## src/rtl/evt_spike_collector_if.sv

```systemverilog
// Outbound event stream of the spike collector: valid/ready handshake carrying
// {is_marker, time, neuron_id} words.
interface evt_spike_collector_if #(
  parameter int DATA_W = 21
);
  logic              evt_valid_o;
  logic              evt_ready_i;
  logic [DATA_W-1:0] evt_data_o;

  modport master (output evt_valid_o, output evt_data_o, input evt_ready_i);
  modport slave  (input evt_valid_o, input evt_data_o, output evt_ready_i);
endinterface

```

## src/rtl/evt_spike_collector.sv

```systemverilog
// Collects spikes from the neuron datapath, tags them with id/timestep and
// buffers them with end-of-timestep markers for the outbound event stream.
module evt_spike_collector #(
  parameter int FIFO_DEPTH  = 8,
  parameter int NEURON_ID_W = 12,
  parameter int TIME_W      = 8
) (
  input  logic                                clk_i,
  input  logic                                rst_ni,
  input  logic                                enable_i,
  input  logic                                spike_valid_i,
  input  logic                                spike_i,
  input  logic [NEURON_ID_W-1:0]              neuron_id_i,
  input  logic [TIME_W-1:0]                   time_i,
  input  logic                                tstep_done_i,
  input  logic                                clear_stat_i,
  evt_spike_collector_if.master               evt,
  output logic [$clog2(FIFO_DEPTH):0]         fifo_level_o,
  output logic [15:0]                         drop_cnt_o,
  output logic                                marker_err_o,
  output logic                                busy_o
);
  localparam int AW = $clog2(FIFO_DEPTH);
  localparam int LW = AW + 1;
  localparam int EW = 1 + TIME_W + NEURON_ID_W;

  logic [EW-1:0]     mem [FIFO_DEPTH];
  logic [AW-1:0]     wr_ptr;
  logic [AW-1:0]     rd_ptr;
  logic [AW-1:0]     spike_ptr;
  logic [LW-1:0]     level;
  logic [LW-1:0]     free_slots;
  logic              marker_pending;
  logic [TIME_W-1:0] marker_time;
  logic [15:0]       drop_cnt;
  logic              marker_err;

  logic spike_req;
  logic marker_write;
  logic spike_accept;
  logic spike_drop;
  logic pop;
  logic marker_conflict;

  // Free space is taken at the start of the cycle; a same-cycle pop does not help.
  assign free_slots   = LW'(FIFO_DEPTH) - level;
  assign marker_write = marker_pending && (free_slots != '0);
  assign spike_req    = enable_i & spike_valid_i & spike_i;
  // A spike must leave one slot behind it so the next marker always fits.
  assign spike_accept = spike_req && (free_slots >= (LW'(2) + LW'(marker_write)));
  assign spike_drop   = spike_req & ~spike_accept;
  assign pop          = (level != '0) & evt.evt_ready_i;
  assign marker_conflict = tstep_done_i & marker_pending & ~marker_write;
  assign spike_ptr    = marker_write ? wr_ptr + AW'(1) : wr_ptr;

  always_ff @(posedge clk_i) begin
    if (marker_write) mem[wr_ptr] <= {1'b1, marker_time, {NEURON_ID_W{1'b0}}};
    if (spike_accept) mem[spike_ptr] <= {1'b0, time_i, neuron_id_i};
  end

  always_ff @(posedge clk_i or negedge rst_ni) begin
    if (!rst_ni) begin
      wr_ptr <= '0;
      rd_ptr <= '0;
      level  <= '0;
    end else begin
      wr_ptr <= wr_ptr + AW'(marker_write) + AW'(spike_accept);
      if (pop) rd_ptr <= rd_ptr + AW'(1);
      level  <= level - LW'(pop) + LW'(marker_write) + LW'(spike_accept);
    end
  end

  // A step ending while the previous marker is still being written re-arms with the new time.
  always_ff @(posedge clk_i or negedge rst_ni) begin
    if (!rst_ni) begin
      marker_pending <= 1'b0;
      marker_time    <= '0;
    end else if (tstep_done_i && !marker_conflict) begin
      marker_pending <= 1'b1;
      marker_time    <= time_i;
    end else if (marker_write) begin
      marker_pending <= 1'b0;
    end
  end

  always_ff @(posedge clk_i or negedge rst_ni) begin
    if (!rst_ni) begin
      drop_cnt   <= '0;
      marker_err <= 1'b0;
    end else begin
      if (clear_stat_i) drop_cnt <= {15'd0, spike_drop};
      else if (spike_drop && drop_cnt != 16'hFFFF) drop_cnt <= drop_cnt + 16'd1;

      if (clear_stat_i) marker_err <= marker_conflict;
      else if (marker_conflict) marker_err <= 1'b1;
    end
  end

  assign evt.evt_valid_o = (level != '0);
  assign evt.evt_data_o  = (level != '0) ? mem[rd_ptr] : '0;
  assign fifo_level_o    = level;
  assign drop_cnt_o      = drop_cnt;
  assign marker_err_o    = marker_err;
  assign busy_o          = (level != '0) | marker_pending;
endmodule

```

## src/flat_wrapper.sv

```systemverilog
// flat-port wrapper written by rule: the top's interface ports become plain ports
module evt_spike_collector_flat 
#(
  parameter int FIFO_DEPTH  = 8,
  parameter int NEURON_ID_W = 12,
  parameter int TIME_W      = 8
)
  (clk_i, rst_ni, enable_i, spike_valid_i, spike_i, neuron_id_i, time_i, tstep_done_i, clear_stat_i, fifo_level_o, drop_cnt_o, marker_err_o, busy_o, evt_evt_valid_o, evt_evt_data_o, evt_evt_ready_i);
  evt_spike_collector_if #(.DATA_W((1 + (8) + (12)))) evt_i ();
  input  logic clk_i;
  input  logic rst_ni;
  input  logic enable_i;
  input  logic spike_valid_i;
  input  logic spike_i;
  input  logic [NEURON_ID_W-1:0] neuron_id_i;
  input  logic [TIME_W-1:0] time_i;
  input  logic tstep_done_i;
  input  logic clear_stat_i;
  output logic [$clog2(FIFO_DEPTH):0] fifo_level_o;
  output logic [15:0] drop_cnt_o;
  output logic marker_err_o;
  output logic busy_o;
  output wire logic [$bits(evt_i.evt_valid_o)-1:0] evt_evt_valid_o;
  output wire logic [$bits(evt_i.evt_data_o)-1:0] evt_evt_data_o;
  input wire logic [$bits(evt_i.evt_ready_i)-1:0] evt_evt_ready_i;
  assign evt_evt_valid_o = evt_i.evt_valid_o;
  assign evt_evt_data_o = evt_i.evt_data_o;
  assign evt_i.evt_ready_i = evt_evt_ready_i;
  evt_spike_collector #(.FIFO_DEPTH(FIFO_DEPTH), .NEURON_ID_W(NEURON_ID_W), .TIME_W(TIME_W)) u_core (.clk_i(clk_i), .rst_ni(rst_ni), .enable_i(enable_i), .spike_valid_i(spike_valid_i), .spike_i(spike_i), .neuron_id_i(neuron_id_i), .time_i(time_i), .tstep_done_i(tstep_done_i), .clear_stat_i(clear_stat_i), .evt(evt_i), .fifo_level_o(fifo_level_o), .drop_cnt_o(drop_cnt_o), .marker_err_o(marker_err_o), .busy_o(busy_o));
endmodule
```

## config.mk

```make
export PLATFORM = sky130hd
export DESIGN_NAME = evt_spike_collector_flat
export DESIGN_NICKNAME = d
export VERILOG_FILES = /design/src/rtl/evt_spike_collector_if.sv /design/src/rtl/evt_spike_collector.sv /design/src/flat_wrapper.sv
export SDC_FILE = /design/constraint.sdc
export NUM_CORES = 1
export LEC_CHECK = 0
export ABC_CLOCK_PERIOD_IN_PS = 5200
export CAP_MARGIN = 30
export CELL_PAD_IN_SITES_DETAIL_PLACEMENT = 0
export CELL_PAD_IN_SITES_GLOBAL_PLACEMENT = 1
export CORE_UTILIZATION = 45
export CTS_BUF_LIST = sky130_fd_sc_hd__clkbuf_16
export CTS_CLUSTER_DIAMETER = 40
export DETAILED_ROUTE_END_ITERATION = 10
export GPL_TIMING_DRIVEN = 0
export PLACE_DENSITY_LB_ADDON = 0.2
export SETUP_SLACK_MARGIN = 0.3
export SYNTH_ARGS = -nofsm -noshare
export SYNTH_HDL_FRONTEND = slang
export SYNTH_SLANG_ARGS = --single-unit
```

## constraint.sdc

```tcl
create_clock -name clk_i -period 5.2 [get_ports clk_i]
set_input_delay 0.78 -clock clk_i [delete_from_list [all_inputs] [get_ports clk_i]]
set_output_delay 0.78 -clock clk_i [all_outputs]
set_load 0.02 [all_outputs]
```

==> impl_metrics.toml, run 1 <==
[grt]
gr-total-overflow = 0
grt_first_pass_wirelength_mm = 40.2
antenna_found_initial = 0
grt_pass1_vias = 7044
grt_start_max_net_pins = 37
track_usage = 0.232

[power]
p_int_w = 0.00467
swShare = 0.348
power_frac_seq = 0.314
power.switching_w = 0.00249
pwr-share-comb = 0.383
ir_worst_vdd_uv = 296
p_leak_nw = 4.49
pwr-share-clk = 0.302
power-per-cell-area_nw_per_um2 = 582

[cells_and_area]
num_antenna_cells = 0
area_delta_synth_final_pct = 20.7
layout-drive-gt1-share = 0.197
instances_no_fill = 1129
fin_nets = 867
design_area_um2 = 12300

[detailed_routing]
ant_nets = 0
drt_iter0_drc = 534
via_per_inst = 5.93
firstDrtPassIters = 10
drc = 2
wl_per_cell_um = 23.6
vias = 6693
finalWirelength_mm = 26.6

[run_status]
violations = "design-rule violations"
status = "finished with violations"

[synthesis]
postSynthAreaPerCell_um2 = 14.1
syn_nets = 767
ys_seq_area_frac = 0.575
netlist.area_leader.share = 0.471
syn_area_um2 = 10200
synth_ff_type = "edfxtp_1"
yosys.area.top_type = "edfxtp_1"
synth.ff_latch_count = 204
synth_cell_types = 59
yosys_warnings = 0
postSynthCellCount = 725
synth_area_leaders = "edfxtp_1 47%, mux4_2 9.3%, dfrtp_1 8.8%, and2_1 6.0%, a22o_1 5.5%"
synth-edff-count = 160
synth-async-reset-ratio = 0.176

[floorplan]
initial_core_util = 0.463
die_w_um = 153
die_area_um2 = 23300
chipHeight_um = 153
pin_count = 72
core_area_um2 = 22000
rows = 54

[sta]
finClkSkew_ps = 20.7
rsz0062_at_grt = "no"
relSlewSlack = 0.237
fin_crit_ps = 4090
finalCritPeriodShare = 0.786
hold_viol_final = 0
worst_slack_ps = 1110
drv_slew = 0
setup_tns_ps = 0
max_slew.worst_pin.slew_ps = 1140
fmax_mhz = 245
hold_ws_ps = 83.3
finalSetupViolations = 0

[critical_path]
start_kind = "flip-flop"
rr_worst_depth = 13
cp-end-kind = "flip-flop"
setup.worst_path.class = "flip-flop to flip-flop"
crit_fanout = 20
crit_arrival_ps = 4200
cp_data_required_time_ps = 5310

[flow_run]
cap_viol_max_count = 0

[placement]
globalplace.congestion = 0.819
dp_hpwl_mm = 16.6
dp_cells = 1068
portBuffers = 62
postPlaceCellArea_um2 = 11200
dpl_worst_slack_ps = 1120

[clock_tree]
cts_setup_buffers = 0
cts-resized-gates = 0
path_clk_slew_ps = 50
cts_root_buffer = "clkbuf_16"
cts_buffers = 34
cts_tree = "done"
htree_num_levels = 2
clk_latency_ps = 500
ctsHoldBuffers = 0
clockBufferDepth = 3
cts.sinks = 204

[worst_hold_path]
hold_class = "primary input to async pin"
-- critical path: stages, from the launching register on --
cell       delay (ps)
dfrtp_1           400
inv_1             170
ha_1              260
nand2b_1           70
clkbuf_2          170
nor2_1            320
nor2_1            150
ha_1              290
nand2b_1           90
a21oi_1           140
a21bo_2           240
buf_2             220
a2111oi_4         470
or2_2             710
-- registers in the layout, indices dropped and copies added, names as in the netlist --
| register | count |
|---|---|
| u_core.mem | 168 |
| u_core.marker_err_o | 1 |
| u_core.marker_time | 8 |
| u_core.rd_ptr | 3 |
| u_core.wr_ptr | 3 |
| u_core.marker_pending | 1 |
| u_core.fifo_level_o | 4 |
| u_core.drop_cnt_o | 16 |
-- power groups by stage --
stage,logic [W],clock network [W],registers [W]
after floorplan,0.00181,0,0.00227
after global placement,0.00269,0,0.00226
after detailed placement,0.00277,0,0.00228
after CTS,0.00278,0.00219,0.00226
after global routing,0.00295,0.00226,0.00228
final,0.00275,0.00217,0.00225
-- metrics by stage --
step,utilization,total power (W)
after global routing,0.559,0.00749
after global placement,0.507,0.00495
after CTS,0.558,0.00722
after floorplan,-,0.00408
final,0.559,0.00717
after detailed placement,0.508,0.00505
-- placed cells by master (no fill, tap or decap), drive strengths merged, types with 4 or more instances in the layout --
master	count
edfxtp	160
and2	98
a22o	64
clkdlybuf4s50	61
clkbuf	60
nor2	50
buf	44
mux4	42
dfrtp	36
mux2i	21
a21oi	21
inv	18
ha	13
clkinv	13
o31ai	12
or4	12
nand2	10
mux2	10
or2	10
xnor2	9
a2111oi	8
nand3	8
dfxtp	8
clkinvlp	5
nand2b	5
and3	4
a21o	4
a211oi	4
a221oi	4
nand4	4
-- cell usage after synthesis, types with 12 or more instances --
master    instances
nor2_1           50
or4_1            12
dfrtp_1          36
buf_2            17
mux2i_1          21
edfxtp_1        160
and2_1           97
buf_1            20
ha_1             13
clkbuf_1         24
mux4_2           42
o31ai_1          12
a21oi_1          20
a22o_1           64
-- cell families after synthesis --
family,synth area share
compound gates,0.120
xor+xnor,0.0118
fa+ha+maj,0.0179
buf+inv,0.0339
flops,0.575
mux,0.124
simple gates,0.117
-- area by class of cell --
| cell class | count | area [um2] |
|---|---|---|
| Fill cell | 1823 | 9720 |
| Clock buffer | 35 | 876 |
| Multi-Input combinational cell | 441 | 4000 |
| Tap cell | 280 | 350 |
| Buffer | 66 | 293 |
| Sequential cell | 204 | 5870 |
| Clock inverter | 25 | 228 |
| Inverter | 14 | 52.6 |
| Timing Repair Buffer | 64 | 647 |
-- worst paths after layout --
kind                       slack, ps                              from                          endpoint
max                             1110  u_core.fifo_level_o[1]$_DFF_PN0_       u_core.mem[4][10]$_DFFE_PP_
min                               80                            rst_ni  u_core.drop_cnt_o[5]$_DFFE_PN0P_
max reg2reg                     1110  u_core.fifo_level_o[1]$_DFF_PN0_       u_core.mem[4][10]$_DFFE_PP_
min reg2reg                      470    u_core.mem[7][20]$_SDFFE_PP0P_    u_core.mem[7][20]$_SDFFE_PP0P_
max in group asynchronous       4700                            rst_ni  u_core.fifo_level_o[0]$_DFF_PN0_
min in group clk_i               470    u_core.mem[7][20]$_SDFFE_PP0P_    u_core.mem[7][20]$_SDFFE_PP0P_
-- per-layer routing --
metal / vias up / wire, um / track usage
met5: - / 0 / 0
met4: 0 / 663 / 0.0851
met3: 41 / 1750 / 0.0455
met2: 253 / 12800 / 0.375
met1: 3414 / 11400 / 0.313
li1: 2985 / - / -
No activity file was read; power rests on OpenSTA's default activity.
==> inputs of run 2 (changes only) <==
ABC_CLOCK_PERIOD_IN_PS = 3630   (was 5200)
clock period = 3.63 ns   (was 5.2 ns; I/O delays follow)
==> run 2 against run 1 <==
Against the previous run:
- the flow still finishes with violations (design-rule violations)
- non-clock buffer count grew 11
- die area unchanged
- sequential power grew 44%
- combinational power increased by 56%
==> impl_metrics.toml, run 2 (synthesis results as in run 1) <==
[sta]
max_slew.worst_pin.slew_ps = 1060
finClkSkew_ps = 25.7
hold_viol_final = 0
drv_slew = 0
finalCritPeriodShare = 0.886
finalSetupViolations = 0
rsz0062_at_grt = "yes"
worst_slack_ps = 414
fmax_mhz = 311
relSlewSlack = 0.293
fin_crit_ps = 3220

[critical_path]
cp_data_required_time_ps = 3090
crit_path_cell_trace = "clkbuf_4 > buf_6 > mux4_2 > mux2i_1 > nor2_1 > clkdlybuf4s50_1"
cp-end-kind = "primary output"
crit_family = "buffers and inverters"
slowest_stage = "clkdlybuf4s50_1"
setup.worst_path.class = "flip-flop to primary output"
crit_fanout = 10
path_buf_inv = 3
crit_arrival_ps = 2670
cpPeakStageDelay_ps = 540
start_kind = "flip-flop"

[detailed_routing]
drc = 4
via_per_inst = 5.93
vias = 6801
wl_per_cell_um = 24.3
finalWirelength_mm = 27.9
drt_iter0_drc = 533
ant_nets = 0
firstDrtPassIters = 11

[clock_tree]
clockBufferDepth = 3
cts.sinks = 204
htree_num_levels = 1
path_clk_slew_ps = 60
clk_latency_ps = 560
cts_root_buffer = "clkbuf_16"
cts_tree = "done"
cts_buffers = 31

[flow_run]
cap_viol_max_count = 0

[cells_and_area]
top_register = "u_core.mem"
num_antenna_cells = 0
largest_register_ff_count = 168
layout-drive-gt1-share = 0.247
layout_common_cells = "160 x edfxtp_1, 97 x and2_1, 64 x a22o_1"
layout_commonest_cell = "edfxtp_1"
fin_nets = 883
instances_no_fill = 1146
area_delta_synth_final_pct = 25.2

[floorplan]
core_area_um2 = 22000
die_area_um2 = 23300
chipHeight_um = 153
rows = 54
die_w_um = 153
initial_core_util = 0.463
pin_count = 72

[power]
power-per-cell-area_nw_per_um2 = 839
p_int_w = 0.00696
power_frac_seq = 0.301
swShare = 0.350
ir_worst_vdd_uv = 477
p_leak_nw = 4.77
power.switching_w = 0.00375
pwr-share-comb = 0.401
pwr-share-clk = 0.298

[grt]
grt_first_pass_wirelength_mm = 42.4
grt_pass1_vias = 7191
gr-total-overflow = 0
track_usage = 0.246
antenna_found_initial = 0
grt_start_max_net_pins = 24

[placement]
globalplace.congestion = 0.822
dp_cells = 1068
dpl_worst_slack_ps = -259
portBuffers = 62
dp_hpwl_mm = 16.7

[worst_hold_path]
hold_class = "primary input to flip-flop"

[run_status]
violations = "design-rule violations"
status = "finished with violations"
==> run 2: power groups by stage <==
stage          Combinational (W)  Clock (W)  Sequential, W
5_1_grt                  0.00459    0.00331        0.00327
4_1_cts                  0.00425    0.00321        0.00322
6_report                 0.00429    0.00319        0.00323
3_5_place_dp             0.00396          0        0.00327
2_1_floorplan            0.00260          0        0.00325
3_3_place_gp             0.00387          0        0.00324
==> run 2: routing by layer <==
| layer | up-vias | global-route usage | wire length (um) |
|---|---|---|---|
| li1 | 3025 | - | - |
| met1 | 3438 | 0.327 | 11400 |
| met2 | 285 | 0.415 | 13800 |
| met3 | 53 | 0.0378 | 2060 |
| met4 | 0 | 0.0789 | 609 |
| met5 | - | 0 | 0 |
==> run 2: what timing repair did <==
action / CTS / global route
setup buffers: 5 / 3
hold buffers: 1 / 0
endpoints found under the setup margin: 369 / 353
pin swaps: 6 / 2
cloned: 9 / 0
resized for setup: 72 / 30
hold endpoints to repair: 13 / 0
==> run 2: area by class of cell <==
cell class | count | area (um2)
fillers | 1766 | 9260
flip-flops and latches | 204 | 5870
multi-input cells | 449 | 4180
clock buffers | 31 | 776
repair buffers | 75 | 749
plain buffers | 66 | 453
well taps | 280 | 350
clock inverters | 27 | 338
inverters | 14 | 52.6
==> run 2: final timing paths <==
check	start	to	slack (ps)	depth (start not counted)
max	u_core.rd_ptr[0]$_DFFE_PN0P_	evt_evt_data_o[6]	410	6
min	clear_stat_i	u_core.drop_cnt_o[15]$_DFFE_PN0P_	350	2
min in group asynchronous	rst_ni	u_core.drop_cnt_o[7]$_DFFE_PN0P_	460	2
max in group asynchronous	rst_ni	u_core.fifo_level_o[2]$_DFF_PN0_	2650	3
min reg2reg	u_core.mem[0][20]$_SDFFE_PP0P_	u_core.mem[0][20]$_SDFFE_PP0P_	470	2
max reg2reg	u_core.fifo_level_o[2]$_DFF_PN0_	u_core.mem[1][17]$_DFFE_PP_	440	14
==> run 2: metrics by stage <==
| step | hold slack, ps | instance area (um2) | total power (W) | setup TNS (ps) | utilization |
|---|---|---|---|---|---|
| detailed placement | 455 | 11200 | 0.00723 | -48120 | 0.509 |
| global route | 387 | 12800 | 0.0112 | 0 | 0.580 |
| finish | 353 | 12800 | 0.0107 | 0 | 0.580 |
| floorplan | 249 | 10200 | 0.00585 | 0 | - |
| CTS | 350 | 12700 | 0.0107 | 0 | 0.575 |
| global placement | 447 | 11200 | 0.00711 | -28050 | 0.507 |
==> inputs of run 3 (changes only) <==
ABC_CLOCK_PERIOD_IN_PS = unset   (was 3630)
==> results of run 3 <==
Final layout, timing and power as in run 2 (identical DEF).
